`src/rtl/seq_verify_pkg.sv`:
```
`default_nettype none
// +----------------------------------------------------------------------------+
// | Module   : seq_verify_pkg                                                  |
// | Purpose  : Shared constants and FSM state encoding for the verifier.       |
// | Revision : 1.0 - initial release                                           |
// +----------------------------------------------------------------------------+
package seq_verify_pkg;

  localparam int c_DIGITS      = 5;
  localparam int c_DIGIT_W     = 4;
  localparam int c_SEQ_W       = c_DIGITS * c_DIGIT_W;
  localparam int c_ADDR_W      = 5;
  localparam int c_SEQ_ADDR    = 0;
  localparam int c_TIMEOUT_CYC = 1000;

  typedef enum logic [2:0] {
    ST_IDLE    = 3'd0,
    ST_FETCH   = 3'd1,
    ST_LOAD    = 3'd2,
    ST_COLLECT = 3'd3,
    ST_RESULT  = 3'd4
  } state_t;

endpackage
`default_nettype wire

```
`src/rtl/seq_timer.sv`:
```
`default_nettype none
// +----------------------------------------------------------------------------+
// | Module   : seq_timer                                                       |
// | Purpose  : Inactivity counter; saturates and flags expiry at TIMEOUT_CYC-1.|
// | Revision : 1.0 - initial release                                           |
// +----------------------------------------------------------------------------+
module seq_timer #(
  parameter int TIMEOUT_CYC = 1000
) (
  input  logic clk,
  input  logic rst,
  input  logic clr,
  input  logic en,
  output logic expire
);

  localparam int c_CNT_W = $clog2(TIMEOUT_CYC);

  logic [c_CNT_W-1:0] r_count;

  assign expire = (r_count == c_CNT_W'(TIMEOUT_CYC - 1));

  always_ff @(posedge clk or posedge rst) begin
    if (rst) begin
      r_count <= '0;
    end else if (clr) begin
      r_count <= '0;
    end else if (en && !expire) begin
      r_count <= r_count + 1'b1;
    end
  end

endmodule
`default_nettype wire

```
`src/rtl/seq_verify.sv`:
```
`default_nettype none
// +----------------------------------------------------------------------------+
// | Module   : seq_verify                                                      |
// | Purpose  : Fetches the stored reference sequence and checks keypad entry.  |
// | Revision : 1.0 - initial release                                           |
// +----------------------------------------------------------------------------+
module seq_verify
  import seq_verify_pkg::*;
#(
  parameter int DIGITS      = c_DIGITS,
  parameter int DIGIT_W     = c_DIGIT_W,
  parameter int ADDR_W      = c_ADDR_W,
  parameter int SEQ_ADDR    = c_SEQ_ADDR,
  parameter int TIMEOUT_CYC = c_TIMEOUT_CYC
) (
  input  logic                      clk,
  input  logic                      rst,
  input  logic                      start,
  input  logic                      key_valid,
  input  logic [DIGIT_W-1:0]        key_digit,
  input  logic [DIGITS*DIGIT_W-1:0] RAM_data,
  output logic                      RAM_R,
  output logic [ADDR_W-1:0]         RAM_addr,
  output logic                      busy,
  output logic                      pass,
  output logic                      fail,
  output logic                      timeout,
  output logic [2:0]                digit_count
);

  localparam int c_SEQ_W = DIGITS * DIGIT_W;

  state_t              r_state, w_state_n;
  logic [c_SEQ_W-1:0]  r_ref, w_ref_n;
  logic                r_err, w_err_n;
  logic [2:0]          r_cnt, w_cnt_n;
  logic                r_ram_r, w_ram_r_n;
  logic [ADDR_W-1:0]   r_ram_addr, w_ram_addr_n;
  logic                r_busy, w_busy_n;
  logic                r_pass, w_pass_n;
  logic                r_fail, w_fail_n;
  logic                r_timeout, w_timeout_n;

  logic                w_expire;
  logic                w_tmr_clr;
  logic                w_tmr_en;
  logic [2:0]          w_sel;
  logic [c_SEQ_W-1:0]  w_ref_sh;
  logic [DIGIT_W-1:0]  w_ref_digit;
  logic                w_err_now;

  // Reference digit for the current position, MS digit first
  assign w_sel       = 3'(DIGITS - 1) - r_cnt;
  assign w_ref_sh    = r_ref >> (w_sel * DIGIT_W);
  assign w_ref_digit = w_ref_sh[DIGIT_W-1:0];
  assign w_err_now   = r_err | (key_digit != w_ref_digit);

  assign w_tmr_en  = (r_state == ST_COLLECT);
  assign w_tmr_clr = (r_state == ST_LOAD) || ((r_state == ST_COLLECT) && key_valid);

  seq_timer #(
    .TIMEOUT_CYC (TIMEOUT_CYC)
  ) u_timer (
    .clk    (clk),
    .rst    (rst),
    .clr    (w_tmr_clr),
    .en     (w_tmr_en),
    .expire (w_expire)
  );

  always_comb begin
    w_state_n    = r_state;
    w_ref_n      = r_ref;
    w_err_n      = r_err;
    w_cnt_n      = r_cnt;
    w_ram_r_n    = 1'b0;
    w_ram_addr_n = r_ram_addr;
    w_busy_n     = r_busy;
    w_pass_n     = 1'b0;
    w_fail_n     = 1'b0;
    w_timeout_n  = 1'b0;
    case (r_state)
      ST_IDLE: begin
        if (start) begin
          w_state_n    = ST_FETCH;
          w_ram_r_n    = 1'b1;
          w_ram_addr_n = ADDR_W'(SEQ_ADDR);
          w_busy_n     = 1'b1;
        end
      end
      ST_FETCH: w_state_n = ST_LOAD;
      ST_LOAD: begin
        w_ref_n   = RAM_data;
        w_err_n   = 1'b0;
        w_cnt_n   = 3'd0;
        w_state_n = ST_COLLECT;
      end
      ST_COLLECT: begin
        // A key on the expiry cycle takes priority over the timeout
        if (key_valid) begin
          w_err_n = w_err_now;
          w_cnt_n = r_cnt + 3'd1;
          if (r_cnt == 3'(DIGITS - 1)) begin
            w_state_n = ST_RESULT;
            w_pass_n  = !w_err_now;
            w_fail_n  = w_err_now;
          end
        end else if (w_expire) begin
          w_state_n   = ST_RESULT;
          w_fail_n    = 1'b1;
          w_timeout_n = 1'b1;
        end
      end
      ST_RESULT: begin
        w_busy_n  = 1'b0;
        w_cnt_n   = 3'd0;
        w_state_n = ST_IDLE;
      end
      default: w_state_n = ST_IDLE;
    endcase
  end

  always_ff @(posedge clk or posedge rst) begin
    if (rst) begin
      r_state    <= ST_IDLE;
      r_ref      <= '0;
      r_err      <= 1'b0;
      r_cnt      <= 3'd0;
      r_ram_r    <= 1'b0;
      r_ram_addr <= '0;
      r_busy     <= 1'b0;
      r_pass     <= 1'b0;
      r_fail     <= 1'b0;
      r_timeout  <= 1'b0;
    end else begin
      r_state    <= w_state_n;
      r_ref      <= w_ref_n;
      r_err      <= w_err_n;
      r_cnt      <= w_cnt_n;
      r_ram_r    <= w_ram_r_n;
      r_ram_addr <= w_ram_addr_n;
      r_busy     <= w_busy_n;
      r_pass     <= w_pass_n;
      r_fail     <= w_fail_n;
      r_timeout  <= w_timeout_n;
    end
  end

  assign RAM_R       = r_ram_r;
  assign RAM_addr    = r_ram_addr;
  assign busy        = r_busy;
  assign pass        = r_pass;
  assign fail        = r_fail;
  assign timeout     = r_timeout;
  assign digit_count = r_cnt;

endmodule
`default_nettype wire

```
`config.mk`:
```
export PLATFORM = sky130hd
export DESIGN_NAME = seq_verify
export DESIGN_NICKNAME = d
export VERILOG_FILES = /design/src/rtl/seq_verify_pkg.sv /design/src/rtl/seq_timer.sv /design/src/rtl/seq_verify.sv
export SDC_FILE = /design/constraint.sdc
export NUM_CORES = 1
export LEC_CHECK = 0
export ABC_AREA = 1
export BUFFER_PORTS_ARGS = -buffer_cell sky130_fd_sc_hd__buf_2
export CAP_MARGIN = 20
export CORE_UTILIZATION = 40
export CTS_BUF_LIST = sky130_fd_sc_hd__clkbuf_8
export DETAILED_ROUTE_END_ITERATION = 8
export PLACE_DENSITY = 0.65
export SLEW_MARGIN = 40
export SYNTH_ARGS = -nofsm -noshare
export SYNTH_HDL_FRONTEND = slang
export SYNTH_SLANG_ARGS = --single-unit
```
`constraint.sdc`:
```
create_clock -name clk -period 2.3 [get_ports clk]
set_input_delay 0.345 -clock clk [delete_from_list [all_inputs] [get_ports clk]]
set_output_delay 0.345 -clock clk [all_outputs]
set_load 0.05 [all_outputs]
```
==> impl_metrics.py <==
metrics = {
    "route": {
        "via_count": 1725,
        "drt-vias-per-instance": 4.49,
        "routedWlPerCell_um": 10.9,
        "antenna_left": 0,
        "post-route-drc-count": 0,
        "routed_wirelength_um": 4170,
        "firstDrtPassIters": 4,
        "drtIter0Drc": 64,
    },
    "timing": {
        "tns_ps": 0,
        "whs_ps": 167,
        "setup_viol": 0,
        "max_freq_mhz": 500,
        "setup_ws_ps": 298,
        "finalHoldViolations": 0,
        "slew_headroom": 0.651,
        "worst_pin_slew_ps": 523,
        "fin_skew_ps": 9.07,
        "grt_setup_unrepaired": "false",
        "period_minus_slack_ps": 2000,
        "slew_viol_final": 0,
        "period_share": 0.870,
    },
    "placement": {
        "pre_cts_slack_ps": 318,
        "portBuffers": 35,
        "postPlaceCellArea_sq_um": 2430,
        "gp_congestion": 0.855,
        "post-dp-hpwl_um": 3090,
    },
    "clock_network": {
        "clkLatencyLatePin_ps": 290,
        "cts_resized": 0,
        "path_clk_slew_ps": 80,
        "post_cts_buffers": 0,
        "postCtsHoldBufs": 0,
        "cts-htree-levels": 2,
        "cts_root_buf": "clkbuf_8",
        "ctsLongestPathBuffers": 2,
        "cts.sinks": 42,
        "cts_tree": "yes",
        "numCtsBuffers": 5,
    },
    "power": {
        "power_density_nw_per_um2": 1310,
        "vdd_drop_max_uv": 535,
        "p_leak_nw": 1.37,
    },
    "yosys": {
        "ys_warn_count": 0,
        "yosysUniqueCellTypes": 34,
        "synth_top_area_cell": "dfrtp_1",
        "ys_seq_area_frac": 0.476,
        "synth.top_cell.area_share": 0.476,
        "syn_inst": 275,
        "avgSynthCellArea_sq_um": 8.03,
        "syn_area_sq_um": 2210,
        "yosys_register_bits": 42,
        "synth_area_leaders": "dfrtp_1 48%, nand2_1 19%, nand3_1 5.4%",
    },
    "floorplan": {
        "rows": 26,
        "coreArea_sq_um": 5200,
        "fp.dieH_um": 76.3,
        "start_util": 0.424,
        "num_io_pins": 41,
        "die_x_um": 76.3,
        "fp.dieArea_sq_um": 5820,
    },
    "critical_path": {
        "worstPathMaxFanout": 12,
        "critPathRequiredTime_ps": 2490,
        "cp-start-kind": "flip-flop",
        "critPathKind": "reg -> reg",
        "r2r_start": "digit_count[0]",
        "crit_path_end_kind": "flip-flop",
        "reg2reg_to": "r_err",
        "rrSetupSlack_ps": 300,
        "reg2reg_depth": 12,
        "worst_ep_arrival_time_ps": 2190,
    },
    "layout": {
        "num-nets-final": 345,
        "layout_commonest_cell": "nand2_1",
        "layout_common_cells": "110 x nand2_1, 41 x dfrtp_1, 35 x buf_2, 24 x nand3_1, 17 x inv_1",
        "area_growth_pct": 15.2,
        "fin_area_sq_um": 2540,
        "antennaDiodeCount": 0,
        "drive_gt1_frac": 0.248,
    },
    "run_status": {
        "status": "finished, final reports clean",
    },
    "global_routing": {
        "grt_pass1_wl_um": 7590,
        "groute.usage.overall": 0.163,
        "grt_antenna_before_repair": 0,
        "grt_pass1_vias": 1718,
        "grt_overflow": 0,
        "grt_max_degree": 43,
    },
    "job": {
        "drv_cap": 0,
    },
    "min_path": {
        "hp-class": "in -> async",
    },
}
==> worst max-delay path: stages (launching register included) <==
cell and delay, ps:
dfrtp_2 500, inv_2 60, ha_1 190, ha_1 280, inv_2 60, nor3_2 220
nand2_1 110, nand3_1 90, nand2_1 60, nor2_2 110, nand3_2 100, nand2_1 60
nand2_1 50
==> sequential cells by signal, summed over array words and instances, names as in the netlist <==
register         flops
u_timer.r_count     10
busy                 1
pass                 1
fail                 1
r_err                1
r_state              3
timeout              1
r_ref               20
RAM_R                1
digit_count          3
==> where the power goes <==
| part | switching, mW | leakage, nW | internal, mW | total (mW) |
|---|---|---|---|---|
| Combinational | 1.03 | 0.773 | 0.533 | 1.56 |
| Clock | 0.250 | 0.0626 | 0.350 | 0.600 |
| Sequential | 0.183 | 0.538 | 0.994 | 1.18 |
==> final cells by class <==
type / instances / area, sq um
Clock inverter: 2 / 33.8
Multi-Input combinational cell: 198 / 982
Sequential cell: 42 / 1050
Clock buffer: 6 / 82.6
Fill cell: 537 / 2660
Tap cell: 70 / 87.6
Inverter: 27 / 101
Timing Repair Buffer: 39 / 205
==> synthesized netlist by cell type <==
| cell | number |
|---|---|
| nor2_8 | 1 |
| ha_1 | 4 |
| buf_6 | 3 |
| o21ai_0 | 3 |
| nor3_1 | 4 |
| inv_2 | 10 |
| inv_1 | 16 |
| nand3_2 | 4 |
| dfrtp_1 | 42 |
| o22ai_1 | 1 |
| a211oi_2 | 1 |
| o21bai_1 | 1 |
| conb_1 | 1 |
| clkinv_1 | 1 |
| clkbuf_1 | 2 |
| nor2_2 | 2 |
| nand2_1 | 110 |
| or3b_1 | 1 |
| xnor2_2 | 1 |
| a21oi_1 | 5 |
| nor3b_2 | 1 |
| buf_4 | 5 |
| a21o_1 | 1 |
| buf_2 | 2 |
| nand2_2 | 6 |
| nor2_1 | 10 |
| o21ai_2 | 1 |
| nor2_4 | 2 |
| xor2_1 | 2 |
| nand3_1 | 24 |
| a31oi_1 | 1 |
| nor4_1 | 1 |
| o21ai_1 | 4 |
| nor3_2 | 2 |
==> how the worst max path moves through the flow <==
stage                   start  slack [ps]  endpoint  depth (start not counted)
6_report       digit_count[0]         300     r_err                         12
5_1_grt        digit_count[0]         120      fail                         12
4_1_cts        digit_count[0]         290     r_err                         12
3_5_place_dp   digit_count[0]         320      fail                         12
3_3_place_gp   digit_count[0]         370     r_err                         12
2_1_floorplan  digit_count[0]         120     r_err                         14
==> through the flow <==
stage	std cells	total power, mW	utilization
after floorplan	279	2.48	-
after global placement	376	2.75	0.467
after detailed placement	376	2.77	0.467
after CTS	384	3.38	0.489
after global routing	384	3.67	0.489
final	384	3.34	0.489
==> metal layers <==
layer	GRT usage	up-vias	part of all wire
li1	-	927	-
met1	0.223	758	0.51
met2	0.254	32	0.44
met3	0.0299	8	0.031
met4	0.0635	0	0.016
met5	0	-	0
==> logic make-up after synthesis <==
logic type | share of synthesized area
other | 0.00170
buffers and inverters | 0.0861
adder cells (fa/ha/maj) | 0.0227
AND/OR/NAND/NOR | 0.349
AO/OA/AOI/OAI | 0.0493
XOR/XNOR | 0.0153
flip-flops | 0.476
Power figures use the tool's default switching activity.
